### src/rtl/writeback_arbiter.sv
// Register-file write-port arbiter: ALU results take priority over buffered load results,
// and a pending-load scoreboard drives the issue stage's read-hazard check.
module writeback_arbiter #(
  parameter int DATA_W     = 32,
  parameter int ADDR_W     = 3,
  parameter int FIFO_DEPTH = 2
) (
  input  logic                 clk,
  input  logic                 rst_n,
  input  logic                 issue_valid,
  input  logic                 issue_is_load,
  input  logic [ADDR_W-1:0]    issue_rd,
  input  logic                 alu_valid,
  input  logic [ADDR_W-1:0]    alu_rd,
  input  logic [DATA_W-1:0]    alu_value,
  input  logic                 ld_valid,
  output logic                 ld_ready,
  input  logic [ADDR_W-1:0]    ld_rd,
  input  logic [DATA_W-1:0]    ld_value,
  output logic                 rf_we,
  output logic [ADDR_W-1:0]    rf_rd,
  output logic [DATA_W-1:0]    rf_wdata,
  input  logic [ADDR_W-1:0]    chk_rs1,
  input  logic [ADDR_W-1:0]    chk_rs2,
  output logic                 hazard,
  output logic [2**ADDR_W-1:0] pending,
  output logic                 wb_err
);

  localparam int NREG  = 2**ADDR_W;
  localparam int PTR_W = (FIFO_DEPTH > 1) ? $clog2(FIFO_DEPTH) : 1;
  localparam int CNT_W = $clog2(FIFO_DEPTH + 1);

  typedef struct packed {
    logic [ADDR_W-1:0] rd;
    logic [DATA_W-1:0] value;
  } ld_entry_t;

  ld_entry_t        r_mem [FIFO_DEPTH];
  logic [PTR_W-1:0] r_head, r_tail;
  logic [CNT_W-1:0] r_count;
  logic [NREG-1:0]  r_pending;
  logic             r_err;

  logic             w_push, w_pop, w_err_event;
  ld_entry_t        w_head;
  logic [NREG-1:0]  w_pending_next;

  function automatic logic [PTR_W-1:0] ptr_inc(input logic [PTR_W-1:0] p);
    return (p == PTR_W'(FIFO_DEPTH - 1)) ? '0 : p + 1'b1;
  endfunction

  // A full buffer refuses new loads even on a pop cycle: no same-edge replace.
  assign ld_ready = rst_n && (r_count < CNT_W'(FIFO_DEPTH));
  assign w_push   = ld_valid && ld_ready;
  assign w_pop    = !alu_valid && (r_count != '0);
  assign w_head   = r_mem[r_head];

  assign w_err_event = (issue_valid && issue_is_load && issue_rd != '0 && r_pending[issue_rd]) ||
                       (alu_valid && alu_rd != '0 && r_pending[alu_rd]);

  always_comb begin
    // NOTE: full default first so every path assigns the vector and no latch is inferred.
    w_pending_next = r_pending;
    if (w_pop && w_head.rd != '0)
      w_pending_next[w_head.rd] = 1'b0;
    // Applied after the clear so a same-edge set on the same index wins.
    if (issue_valid && issue_is_load && issue_rd != '0)
      w_pending_next[issue_rd] = 1'b1;
    w_pending_next[0] = 1'b0;
  end

  // NOTE: payload storage carries no reset; occupancy is tracked by r_count alone.
  always_ff @(posedge clk) begin
    if (w_push)
      r_mem[r_tail] <= '{rd: ld_rd, value: ld_value};
  end

  always_ff @(posedge clk) begin
    if (!rst_n) begin
      r_head    <= '0;
      r_tail    <= '0;
      r_count   <= '0;
      r_pending <= '0;
      r_err     <= 1'b0;
      rf_we     <= 1'b0;
      rf_rd     <= '0;
      rf_wdata  <= '0;
    end else begin
      if (w_push) r_tail <= ptr_inc(r_tail);
      if (w_pop)  r_head <= ptr_inc(r_head);
      r_count   <= r_count + CNT_W'(w_push) - CNT_W'(w_pop);
      r_pending <= w_pending_next;
      if (w_err_event) r_err <= 1'b1;

      // Writes to x0 still consume their source but never strobe the register file.
      if (alu_valid) begin
        rf_we    <= (alu_rd != '0);
        rf_rd    <= alu_rd;
        rf_wdata <= alu_value;
      end else if (w_pop) begin
        rf_we    <= (w_head.rd != '0);
        rf_rd    <= w_head.rd;
        rf_wdata <= w_head.value;
      end else begin
        rf_we    <= 1'b0;
      end
    end
  end

  assign pending = r_pending;
  assign wb_err  = r_err;
  assign hazard  = (chk_rs1 != '0 && r_pending[chk_rs1]) ||
                   (chk_rs2 != '0 && r_pending[chk_rs2]);

endmodule

### config.mk
export PLATFORM = sky130hd
export DESIGN_NAME = writeback_arbiter
export DESIGN_NICKNAME = d
export VERILOG_FILES = /design/src/rtl/writeback_arbiter.sv
export SDC_FILE = /design/constraint.sdc
export NUM_CORES = 1
export LEC_CHECK = 0
export BUFFER_PORTS_ARGS = -buffer_cell sky130_fd_sc_hd__buf_2
export CORE_ASPECT_RATIO = 1.2
export CORE_UTILIZATION = 52
export DETAILED_ROUTE_END_ITERATION = 12
export MAX_ROUTING_LAYER = met4
export PLACE_DENSITY = 0.82
export SYNTH_ARGS = -nofsm -noshare
export SYNTH_HDL_FRONTEND = slang
export SYNTH_SLANG_ARGS = --single-unit
### constraint.sdc
create_clock -name clk -period 7.6 [get_ports clk]
set_clock_uncertainty 0.2 [all_clocks]
set_input_delay 0.38 -clock clk [delete_from_list [all_inputs] [get_ports clk]]
set_output_delay 0.38 -clock clk [all_outputs]
set_load 0.01 [all_outputs]
### Word-level counts from Yosys, hierarchy flattened

Memories as Yosys holds them, arrays and structs flattened. A register that Yosys moved wholly into a read port is not among the register bits.
Cells that the tools add are included.

* $add $sub $neg: 4
* magnitude comparators: 8
* muxes and demuxes: 26
* bitwise gates (word level): 3
* reductions and logical operators: 23

Operators by type and width (count)
* 32-bit two-way mux: 2
* 3-bit by 4-bit < comparator with 1-bit output (second input constant): 5
* 8-bit two-way mux: 2
* 3-bit nonzero test: 5
* 1-bit two-way mux: 14
* 1-bit logical AND: 13
* 1-bit binary-select mux with 3-bit select: 4
* 8-bit bitwise AND: 1
* 8-bit NOT: 1
* 8-bit OR: 1
* 1-bit demux with 3-bit select: 2
* 3-bit by 1-bit greater-or-equal comparator with 1-bit output (second input constant): 2
* 3-bit two-way mux: 2
* 2-bit nonzero test: 2
* 1-bit adder (second input constant): 2
* 2-bit by 1-bit adder with 2-bit output: 1
* 1-bit logical OR: 2
* 2-bit < comparator (second input constant): 1
* 2-bit by 1-bit subtractor with 2-bit output: 1
* 1-bit logical NOT: 1

* flip-flop bits (word level): 49
* RAM bits: 70
* output and inout port bits: 47
* word-level logic and storage cells: 74
* memories kept: 1

Memories
* r_mem: depth 2, bits a word 35, read ports 1, clocked after memory_dff 1, wr ports 1, RTL line 39 `ld_entry_t r_mem [FIFO_DEPTH];`

### Longest topological paths before layout

Gate-level depths: netlist of the first run.

* depth in word-level cells: 9
* gate-level depth with buffers: 8
* gate-level depth less buffers: 8

### Worst setup path after synthesis of the first run

Ideal clock, no wire load.

* path kind: input-to-reg
* start point: in rst_n
* end point: mem r_mem[0][0] (netlist bit) (enable)
* library setup time: 0.429 ns
* arrival time: 2.295 ns
* data required time: 6.971 ns
* setup slack: 4.676 ns
* stages: 3
* path through: nor2b_1 > nand2_1 > nor2_1

* word-level cells in the longest chain between the ends: 4

Ends and longest elaborated chain
* from (decl): RTL line 9 `input logic rst_n,`
* 1-bit logical AND: RTL line 54 `assign ld_ready = rst_n && (r_count < CNT_W'(FIFO_DEPTH));`
* 1-bit logical AND: RTL line 55 `assign w_push = ld_valid && ld_ready;`
* 1-bit two-way mux: RTL line 75 `if (w_push)`
* 1-bit two-way mux (implied by the code): RTL line 76 `r_mem[r_tail] <= '{rd: ld_rd, value: ld_value};`
* to (decl): RTL line 39

Every way passes these cells.

### Worst setup path after layout of the first run

* start point: in rst_n
* end point: mem r_mem[0][7] (netlist bit) (enable)

The elaborated chain is that of the path after synthesis.

==> impl_results.md, run 1 <==
* Share of post-route cells with drive strength above 1 at 0.305
* Type of the tightest min-delay check: input pin to flip-flop
* Count of final setup violators at 0
* Total GRT Usage at 0.239
* Worst r2r path cells at 4
* Maximum clock rate at 411 MHz
* Met2 routed wirelength at 5910 um
* Longest individual stage delay on the worst path at 0.80 ns
* Portion of synthesized cell area occupied by the leading cell type at 0.416
* Post-synthesis cell type count at 36
* Die X-Extent at 92.0 um
* Total area of multi-input combinational cells at 1780 sq um
* H-tree levels at 4
* Number of synthesized flops with an enable pin at 70
* Cell with the largest stage delay on the worst path: nor2_4
* Routed WL per cell at 16.1 um
* Power density over the cells at 328 nW/um^2
* Max-cap check violation count at 0
* Ratio of final minimum period to clock period at 0.320
* Number of antenna violations at the first check in global routing at 0
* Area growth syn-to-layout at 32.4%
* Endpoints failing hold at 0
* Post-synth net total at 491
* Post-CTS Resized at 0
* Post-route total power at 2.19 mW
* Net Sw Frac at 0.277
* Final Max Slew Viols at 0
* Quantity of I/O buffers inserted on ports at 130
* Mean cell area of the mapped netlist at 12.5 sq um
* Maximum number of pins on one net before global-route repair at 73
* Nets@finish at 651
* Number of standard cells after synthesis at 404
* Via count of the first global-routing pass at 3639
* Peak supply drop at 265 uV
* Wire length of the first global-routing pass at 17500 um
* Core Box Area at 9470 sq um
* Total detailed-routing wirelength at 11300 um
* TritonRoute pass-1 iters at 7
* P_int at 1.58 mW
* Most instantiated flip-flop cell in the synthesis netlist: edfxtp_1
* Share of total power in the clock network at 0.390
* Setup Crit Path Kind: input pin to flip-flop
* Startpoint types: input pin
* TritonCTS sink count at 119
* Run status: finished clean
* Worst Hold Endpoint: rf_wdata[4]
* Site row count at 39
* TritonCTS clock tree: built
* RSZ-0062 raised after global routing: false
* Residual antenna-violating net count after detailed routing at 0
* Number of design rule violations left after detail routing at 0
* Sequential Area at 3080 sq um
* Highest routing layer actually used: met4
* Setup TNS at 0 ns
* Power share of the combinational group at 0.233
* Antenna diodes at 0
* Largest cells by area after synthesis: edfxtp_1, dfxtp_1, mux2i_1, a211o_1, a21boi_1
* Max Root-Sink Buffers at 2
* Launch point of the worst hold path: alu_value[4]
* Max-slew headroom at 0.259
* GRT Residual Overflow at 0
* Chip height at 110 um
* Via density per instance at 5.37
* Top Ports at 132
* Post-DP HPWL at 6760 um
* Critical path required time at 7.42 ns
* Fill count at 655
* P_leak at 2.74 nW
* Post-CTS clock slew at the launch and capture registers of the worst setup and hold paths at 0.05 ns
* Setup crit end kind: flip-flop
* Highest fanout seen on the critical path at 50
* Number of hold buffers added after CTS at 36
* Metal-1 WL at 4470 um
* Synth Warn # at 0
* Worst flop-to-flop path endpoint: pending[6]
* Most frequent cells after synthesis: edfxtp_1, dfxtp_1, nand2_1, a21boi_1, nor2_1
* Transition time at the pin with the least slew margin at 1.11 ns
* Inserted Clock Buffers at 17
* Starting utilization of the core area at 0.534
* Final weighted congestion of routability-driven global placement at 0.811
* Cell taking the most area after synthesis: edfxtp_1
* Area enclosed by the die boundary at 10100 sq um
* Switching power total at 609 uW
* Clock period minus final worst setup slack at 2.43 ns
* Post-CTS Repair Setup Buffers at 0
* Most frequently used cell type in the post-synthesis netlist: edfxtp_1
* Data arrival, critical path at 2.26 ns
* Vias after detailed routing at 3759
* Buffer type at the clock tree root: clkbuf_16
* Count of routing violations after the opening detailed-route iteration at 279
* Critical path cell sequence: buf_2 -> nor2b_1 -> nand2_1 -> nor2_4
* Sequential share of the synthesized area at 0.610
* Asr flop ratio synth at 0
* Met3 WL at 649 um
* Skew-Pair Late Insertion Delay at 0.40 ns
* Share of total power in sequential cells at 0.377
* Hold Path Stages at 3
* Seq cells post-synth at 119
* Register-to-register setup slack at 5.33 ns
* Area of the mapped netlist at 5060 sq um
placed cells by master (no fill, tap or decap), types with 4 or more instances in the layout:
master / n
nand2_1: 47
dfxtp_1: 48
o21ai_0: 7
buf_2: 130
and2_1: 5
nor2b_1: 4
nor2_1: 38
edfxtp_1: 70
a211o_1: 35
mux2i_1: 37
nand2b_1: 4
dlygate4sd3_1: 36
a21boi_1: 40
clkbuf_16: 17
clkbuf_8: 5
bufinv_16: 4
metal layers:
metal  vias up  track usage
met2       143        0.408
met5         -            -
met1      1793        0.263
met4         0        0.108
li1       1801            -
met3        22       0.0645
per-stage QoR:
step | std cells | hold slack [ns] | utilization | worst slack, ns | instance area [sq um]
5_1_grt | 700 | 0.0187 | 0.707 | 4.94 | 6700
3_5_place_dp | 632 | 0.299 | 0.601 | 4.76 | 5690
2_1_floorplan | 404 | 0.279 | - | 4.68 | 5060
3_3_place_gp | 632 | 0.298 | 0.601 | 4.85 | 5690
4_1_cts | 700 | 0.00586 | 0.707 | 5.15 | 6700
6_report | 700 | 0.0154 | 0.707 | 5.17 | 6700
worst max-delay path, delay by kind of cell:
family | cells | cell delay, ns
and+or+nand+nor | 3 | 1.25
buffers and inverters | 1 | 0.59
cells by family after synthesis:
kind of cell / count (synthesis) / share of synthesized area
muxes: 45 / 0.0995
DFF: 119 / 0.610
adders and majority gates: 2 / 0.00495
buffers and inverters: 29 / 0.0398
xor gates and xnor gates: 3 / 0.00520
and+or+nand+nor: 107 / 0.0896
other: 1 / 0.000742
AOI/OAI and AO/OA: 98 / 0.150
power by group through the flow:
stage          clock network (mW)  registers [mW]  logic, mW
2_1_floorplan                   0           0.819      0.432
3_3_place_gp                    0           0.833      0.468
3_5_place_dp                    0           0.836      0.482
4_1_cts                     0.863           0.826      0.507
5_1_grt                     0.893           0.835      0.570
6_report                    0.856           0.826      0.511
flip-flops by register name (all words and copies together) (netlist names), named ones only:
| signal | count |
|---|---|
| pending | 7 |
| rf_rd | 3 |
| r_count | 2 |
| r_mem | 70 |
| r_tail | 1 |
| r_head | 1 |
| wb_err | 1 |
| rf_wdata | 32 |
| rf_we | 1 |
area by class of cell:
type                    instances  share of cell area
clock buffers                  24              0.0749
clock inverters                 8              0.0213
inverters                       2             0.00112
multi-input cells             256               0.266
flip-flops and latches        119               0.461
well taps                     123              0.0230
repair buffers                168               0.153
worst max path at each step:
stage                     startpoint  slack (ns)            to
after global routing           rst_n        4.94   r_mem[0][7]
after floorplan                rst_n        4.68   r_mem[0][0]
after detailed placement       rst_n        4.76  r_mem[0][17]
after CTS                      rst_n        5.15   r_mem[0][7]
final                          rst_n        5.17   r_mem[0][7]
after global placement         rst_n        4.85  r_mem[0][16]
Power figures use the tool's default switching activity.
==> inputs of run 2 (changes only) <==
--- a/config.mk
+++ b/config.mk
@@ -7,10 +7,10 @@
 export LEC_CHECK = 0
 export BUFFER_PORTS_ARGS = -buffer_cell sky130_fd_sc_hd__buf_2
 export CORE_ASPECT_RATIO = 1.2
-export CORE_UTILIZATION = 52
+export CORE_UTILIZATION = 48
 export DETAILED_ROUTE_END_ITERATION = 12
 export MAX_ROUTING_LAYER = met4
-export PLACE_DENSITY = 0.82
+export PLACE_DENSITY = 0.79
 export SYNTH_ARGS = -nofsm -noshare
 export SYNTH_HDL_FRONTEND = slang
 export SYNTH_SLANG_ARGS = --single-unit
==> constraint.sdc (replaced) <==
create_clock -name clk -period 2 [get_ports clk]
set_clock_uncertainty 0.2 [all_clocks]
set_input_delay 0.1 -clock clk [delete_from_list [all_inputs] [get_ports clk]]
set_output_delay 0.1 -clock clk [all_outputs]
set_load 0.01 [all_outputs]
==> impl_results.md, run 2 (synthesis gave the netlist of run 1 again) <==
* TritonCTS sink count at 119 (unchanged)
* Setup TNS at 0 ns (unchanged)
* GRT Residual Overflow at 0 (unchanged)
* Max Root-Sink Buffers at 2 (unchanged)
* Quantity of I/O buffers inserted on ports at 130 (unchanged)
* Residual antenna-violating net count after detailed routing at 0 (unchanged)
* Crit path depth at 4 (unchanged)
* Area growth syn-to-layout at 42.3%
* Most frequent cells in the layout: buf_2, dlygate4sd3_1, edfxtp_1, nand2_1, dfxtp_1
* Post-DP HPWL at 7210 um (+6.7%)
* H-tree levels at 4 (unchanged)
* Startpoint types: flip-flop
* Peak supply drop at 665 uV (+150%)
* Skew-Pair Late Insertion Delay at 0.41 ns (about the same)
* Highest fanout seen on the critical path at 6 (-88%)
* Starting utilization of the core area at 0.500 (-0.0340)
* TritonRoute pass-1 iters at 4 (-3)
* Share of total power in sequential cells at 0.362 (-0.015)
* Count of routing violations after the opening detailed-route iteration at 193 (-31%)
* Area enclosed by the die boundary at 10900 sq um (+8.2%)
* Data arrival, critical path at 1.62 ns (-0.64 ns)
* Top Ports at 132 (unchanged)
* Largest register FFs at 70 (unchanged)
* Longest individual stage delay on the worst path at 0.46 ns (-0.34 ns)
* P_int at 6.01 mW (+280%)
* Switching power total at 2.43 mW (+300%)
* Fraction of met2 tracks used by global routing at 0.438 (+0.0298)
* Hold Path Stages at 4 (+1)
* Final Max Slew Viols at 0 (unchanged)
* Total area of multi-input combinational cells at 1780 sq um (+0.14%)
* Routed WL per cell at 16.7 um (+3.9%)
* Inserted Clock Buffers at 17 (unchanged)
* Sequential Area at 3090 sq um (+0.24%)
* Die X-Extent at 95.7 um (+4.0%)
* Count of final setup violators at 0 (unchanged)
* Worst r2r path cells at 8 (+4)
* Critical path cell sequence: mux2i_1 -> mux4_2 -> o211ai_1 -> buf_2
* Critical path buffers and inverters at 1 (unchanged)
* Power share of the combinational group at 0.263 (+0.030)
* Maximum clock rate at 521 MHz
* Clock period minus final worst setup slack at 1.92 ns
* Transition time at the pin with the least slew margin at 0.738 ns (-0.374 ns)
* Antenna diodes at 0 (unchanged)
* Ratio of final minimum period to clock period at 0.960
* Wire length of the first global-routing pass at 19500 um (+11%)
* Net Sw Frac at 0.288 (+0.0102)
* Core Box Area at 10100 sq um (+6.8%)
* Via count of the first global-routing pass at 4106 (+13%)
* TritonCTS clock tree: built
* Max-cap check violation count at 0 (unchanged)
* Vias after detailed routing at 3988 (+6.1%)
* RSZ-0062 raised after global routing: false
* Share of the core filled with cells at 0.712 (+0.00426)
* Power density over the cells at 1170 nW/um^2 (+260%)
* Most frequent standard cell in the layout excluding fill and tap cells: buf_2
* Fill count at 705 (+7.6%)
* Endpoints failing hold at 0 (unchanged)
* Share of post-route cells with drive strength above 1 at 0.303 (-0.00200)
* Type of the tightest min-delay check: input pin to flip-flop
* Cell with the largest stage delay on the worst path: mux4_2
* Max-slew headroom at 0.508 (+0.249)
* Chip height at 114 um (+4.0%)
* Number of design rule violations left after detail routing at 0 (unchanged)
* Critical path required time at 1.70 ns (-5.72 ns)
* Run status: finished clean
* Met3 GRT Util at 0.0671 (+0.00259)
* Total GRT Usage at 0.249 (+0.0102)
* Share of total power in the clock network at 0.376 (-0.014)
* Number of antenna violations at the first check in global routing at 0 (unchanged)
* Register bank with the most flops: r_mem
* Site row count at 40 (+2.6%)
* Post-CTS clock slew at the launch and capture registers of the worst setup and hold paths at 0.05 ns (about the same)
* Kind of cell adding the most delay to the critical path: multiplexers
* Total detailed-routing wirelength at 12600 um (+12%)
* Buffer type at the clock tree root: clkbuf_16
* P_leak at 2.95 nW (+7.4%)
* Final weighted congestion of routability-driven global placement at 0.771 (-4.9%)
* Most Used Layer, Global Route: met2
* M1 GR Usage at 0.249 (-0.0139)
* Via density per instance at 5.30 (-1.4%)
* Nets@finish at 701 (+7.7%)
* Setup crit end kind: output pin
* Maximum number of pins on one net before global-route repair at 72 (-1.4%)
* Setup Crit Path Kind: flip-flop to output pin
run 2: changes by cell type in the layout (fill, tap and decap cells not counted), moves of 3 or more:
| cell | delta |
|---|---|
| clkinvlp_4 | +3 |
| dfxtp_1 | -6 |
| dlygate4sd3_1 | +43 |
| buf_4 | +5 |
| clkbuf_8 | -4 |
| dfxtp_2 | +6 |
run 2: tightest hold or removal path, stage by stage:
cell	delay, ns
buf_2	0.11
nand2_1	0.14
and2_1	0.17
o21a_1	0.11
run 2: final timing paths:
check	start	slack, ns	endpoint
worst min register to register	wb_err	0.32	wb_err
worst min-delay path	ld_valid	0.05	r_tail
worst max-delay path	pending[4]	0.08	hazard
worst max register to register	r_count[1]	0.10	r_count[1]
run 2: cell type report:
class | instances | area share
Sequential cell | 119 | 0.430
Multi-Input combinational cell | 256 | 0.248
Timing Repair Buffer | 218 | 0.213
Clock buffer | 18 | 0.0610
Clock inverter | 14 | 0.0252
Tap cell | 126 | 0.0219
Inverter | 2 | 0.00104
run 2: what timing repair did:
action                     CTS  global route
hold endpoints to repair   114             0
setup endpoints to repair    1             2
hold buffers                79             0
buffers inserted             0             0
resized for setup            1             6
run 2: through the flow:
step / setup slack, ns / power, mW / hold WS, ns / area (sq um) / instances
floorplan: 0.0748 / 4.76 / -0.00113 / 5060 / 404
global placement: 0.186 / 5.06 / 0.0892 / 5770 / 642
detailed placement: 0.0604 / 5.14 / 0.0910 / 5770 / 642
CTS: 0.00289 / 8.43 / 0.0259 / 7190 / 753
global route: 0.000570 / 8.84 / 0.0719 / 7190 / 753
finish: 0.0798 / 8.43 / 0.0465 / 7190 / 753
run 2: per-layer routing:
layer  up-vias  part of all wire
met4         0             0.027
met1      1905              0.38
li1       1892                 -
met2       158              0.54
met3        33             0.054
met5         -                 0
run 2: power by group through the flow:
stage	clock, mW	sequential [mW]	combinational [mW]
floorplan	0	3.11	1.65
global placement	0	3.07	1.99
detailed placement	0	3.09	2.05
CTS	3.20	3.04	2.19
global route	3.34	3.07	2.43
finish	3.17	3.05	2.21
==> inputs of run 3 (changes only) <==
--- a/config.mk
+++ b/config.mk
@@ -5,12 +5,13 @@
 export SDC_FILE = /design/constraint.sdc
 export NUM_CORES = 1
 export LEC_CHECK = 0
+export ABC_AREA = 1
 export BUFFER_PORTS_ARGS = -buffer_cell sky130_fd_sc_hd__buf_2
 export CORE_ASPECT_RATIO = 1.2
-export CORE_UTILIZATION = 48
+export CORE_UTILIZATION = 52
 export DETAILED_ROUTE_END_ITERATION = 12
 export MAX_ROUTING_LAYER = met4
-export PLACE_DENSITY = 0.79
+export PLACE_DENSITY = 0.82
 export SYNTH_ARGS = -nofsm -noshare
 export SYNTH_HDL_FRONTEND = slang
 export SYNTH_SLANG_ARGS = --single-unit
==> constraint.sdc (replaced) <==
create_clock -name clk -period 2.3 [get_ports clk]
set_clock_uncertainty 0.2 [all_clocks]
set_input_delay 0.115 -clock clk [delete_from_list [all_inputs] [get_ports clk]]
set_output_delay 0.115 -clock clk [all_outputs]
set_load 0.01 [all_outputs]
==> impl_results.md, run 3 <==
* Number of standard cells after synthesis at 468 (+16%)
* Final critical-path setup slack at 0.0693 ns (-0.0105 ns)
* Crit path depth at 8 (+4)
* Number of placed cells counting well taps at 705 (+9.8%)
* Kind of cell adding the most delay to the critical path: buffers and inverters
* Area growth syn-to-layout at 50.1%
* Area enclosed by the die boundary at 9850 sq um (-10%)
* Most instantiated flip-flop cell in the synthesis netlist: edfxtp_1
* Share of the core filled with cells at 0.808 (+0.0963)
* Post-CTS clock slew at the launch and capture registers of the worst setup and hold paths at 0.06 ns (about the same)
* Most frequent cells in the layout: buf_2, dlygate4sd3_1, nand2_1, edfxtp_1, a21oi_1
* Worst flop-to-flop path endpoint: rf_wdata[14]
* Share of post-route cells with drive strength above 1 at 0.279 (-0.0240)
* Skew-Pair Late Insertion Delay at 0.52 ns (+0.11 ns)
* Register-to-register setup slack at 0.07 ns (-0.03 ns)
* Seq cells post-synth at 119 (unchanged)
* Cell taking the most area after synthesis: edfxtp_1
* Worst r2r path cells at 8 (unchanged)
* TritonCTS clock tree: built
* Antenna diodes at 0 (unchanged)
* Portion of synthesized cell area occupied by the leading cell type at 0.428 (+0.0120)
* Synth Warn # at 0 (unchanged)
* Site row count at 38 (-5.0%)
* Count of final setup violators at 0 (unchanged)
* Most frequently used cell type in the post-synthesis netlist: nand2_1
* Buffer type at the clock tree root: clkbuf_8
* Type of the tightest min-delay check: input pin to flip-flop
* Startpoint types: flip-flop
* Chip height at 108 um (-5.2%)
* Critical path cell sequence: nor2_4 -> nand2_8 -> clkinv_8 -> nand2_1 -> o211ai_1 -> dlygate4sd3_1 -> nand2_1 -> inv_1
* Via count of the first global-routing pass at 4622 (+13%)
* Maximum clock rate at 448 MHz
* Power density over the cells at 957 nW/um^2 (-18%)
* Data arrival, critical path at 2.45 ns (+0.83 ns)
* Post-synth net total at 555 (+13%)
* Maximum number of pins on one net before global-route repair at 36 (-50%)
* Number of antenna violations at the first check in global routing at 0 (unchanged)
* Worst slack, placed at 0.266 ns (+0.206 ns)
* Post-Route Hold Slack at 0.106 ns (+0.0598 ns)
* Starting utilization of the core area at 0.538 (+0.0383)
* Mean cell area of the mapped netlist at 10.5 sq um (-16%)
* Number of synthesized flops with an enable pin at 70 (unchanged)
* Final instance area at 7380 sq um (+2.5%)
* Final weighted congestion of routability-driven global placement at 0.817 (+6.0%)
* Fill count at 537 (-24%)
* Largest register FFs at 70 (unchanged)
* Setup crit end kind: flip-flop
* Final Max Slew Viols at 0 (unchanged)
* Residual antenna-violating net count after detailed routing at 0 (unchanged)
* Top Ports at 132 (unchanged)
* Post-CTS Repair Setup Buffers at 0 (unchanged)
* Vias after detailed routing at 4687 (+18%)
* RSZ-0062 raised after global routing: false
* Die X-Extent at 90.7 um (-5.2%)
* Max-cap check violation count at 0 (unchanged)
* Sequential Area at 3090 sq um (-0.20%)
* Count of routing violations after the opening detailed-route iteration at 313 (+62%)
* Reg-to-Reg Start: r_count[0]
* Post-DP HPWL at 7740 um (+7.3%)
* Post-synthesis cell type count at 32 (-11%)
* Most frequent standard cell in the layout excluding fill and tap cells: buf_2
* Run status: complete, but fails checks
* Critical path buffers and inverters at 3 (+2)
* Total detailed-routing wirelength at 14900 um (+18%)
* Highest fanout seen on the critical path at 35 (+29)
* Total GRT Usage at 0.320 (+0.0707)
* Routed WL per cell at 17.5 um (+4.6%)
* Clock period minus final worst setup slack at 2.23 ns
* Via density per instance at 5.51 (+4.0%)
* TritonRoute pass-1 iters at 9 (+5)
* Register bank with the most flops: r_mem
* H-tree levels at 4 (unchanged)
* Max Root-Sink Buffers at 2 (unchanged)
* GRT Residual Overflow at 0 (unchanged)
* Area of the mapped netlist at 4910 sq um (-2.8%)
* Setup Crit Path Kind: flip-flop to flip-flop
* TritonCTS sink count at 119 (unchanged)
* Longest individual stage delay on the worst path at 0.59 ns (+0.13 ns)
* Ratio of final minimum period to clock period at 0.970
* Failing checks: DRC
* Inserted Clock Buffers at 17 (unchanged)
* Timing endpoint of the critical path: rf_wdata[14]
* Sequential share of the synthesized area at 0.627 (+0.0175)
* Non-filler cells, final at 851 (+13%)
* Endpoints failing hold at 0 (unchanged)
* Largest cells by area after synthesis: edfxtp_1, dfxtp_1, a21oi_1, nand2_1, o211ai_1
* Most frequent cells after synthesis: nand2_1, edfxtp_1, a21oi_1, dfxtp_1, o21ai_0
* CP startpoint: r_count[0]
* Core Box Area at 9130 sq um (-9.7%)
* Number of design rule violations left after detail routing at 2 (+2)
* Asr flop ratio synth at 0 (unchanged)
* Nets@finish at 805 (+15%)
* Placed Area at 5650 sq um (-2.1%)
* Wire length of the first global-routing pass at 22800 um (+17%)
* Total area of multi-input combinational cells at 1580 sq um (-12%)
* Critical path required time at 2.52 ns (+0.82 ns)
* P_leak at 3.16 nW (+7.3%)
* Peak supply drop at 842 uV (+27%)
* Dominant cell type by count on the critical path: nand2_1
* Quantity of I/O buffers inserted on ports at 130 (unchanged)
* Cell with the largest stage delay on the worst path: dlygate4sd3_1
run 3: cell types whose count changed after synthesis, moves of 7 or more:
| cell | previous run | this run |
|---|---|---|
| a21oi_1 | 3 | 64 |
| a21boi_1 | 40 | 0 |
| a211o_1 | 35 | 0 |
| mux2i_1 | 37 | 6 |
| o21ai_0 | 7 | 38 |
| nand2_1 | 47 | 75 |
| inv_1 | 2 | 27 |
| o211ai_1 | 2 | 27 |
| nor2_1 | 39 | 18 |
| or2_2 | 0 | 16 |
| nand3_1 | 3 | 18 |
| buf_2 | 2 | 11 |
| clkbuf_1 | 12 | 4 |
| a31oi_1 | 3 | 10 |
run 3: final cells by class:
type	count	area share
clock buffer	22	0.0614
tap	120	0.0204
timing repair buffer	254	0.253
inverter	33	0.0188
sequential	119	0.418
multi-input combinational	293	0.214
clock inverter	10	0.0139
run 3: worst min path at each step:
stage	startpoint	end	slack (ns)	depth (start not counted)
3_5_place_dp	ld_value[24]	r_mem[0][24]	0.11	1
4_1_cts	ld_value[24]	r_mem[0][24]	0.09	2
6_report	ld_value[1]	r_mem[0][1]	0.11	2
3_3_place_gp	ld_value[4]	r_mem[1][4]	0.10	1
5_1_grt	ld_value[30]	r_mem[0][30]	0.11	2
2_1_floorplan	ld_value[0]	r_mem[0][0]	0.01	0
run 3: stage by stage:
| step | power [mW] | TNS [ns] |
|---|---|---|
| 2_1_floorplan | 3.70 | -39.25 |
| 3_5_place_dp | 4.12 | 0 |
| 3_3_place_gp | 4.05 | 0 |
| 5_1_grt | 7.34 | 0 |
| 6_report | 7.06 | 0 |
| 4_1_cts | 6.87 | 0 |
run 3: repair_timing:
action / 4_1_cts / 5_1_grt
hold buffers: 114 / 0
endpoints found under the setup margin: 0 / 10
hold endpoints to repair: 119 / 0
resized for setup: 0 / 8
run 3: per-layer routing:
layer / vias to the layer above / global-route usage / wire (um)
li1: 2163 / - / -
met1: 2222 / 0.343 / 5610
met2: 238 / 0.531 / 7700
met3: 64 / 0.0668 / 852
met4: 0 / 0.226 / 720
met5: - / - / 0
run 3: cells by family after synthesis:
kind of cell	Yosys count	share of synthesized area
AOI/OAI and AO/OA	148	0.173
and+or+nand+nor	135	0.121
DFF	119	0.627
buffers and inverters	56	0.0586
muxes	6	0.0122
adders and majority gates	2	0.00509
other	1	0.000763
xor gates and xnor gates	1	0.00178
run 3: report_power, final:
part | internal (mW) | switching, mW | leakage (nW) | total [mW]
Clock | 1.58 | 0.920 | 0.278 | 2.50
Sequential | 2.56 | 0.182 | 1.05 | 2.74
Combinational | 0.778 | 1.04 | 1.84 | 1.82
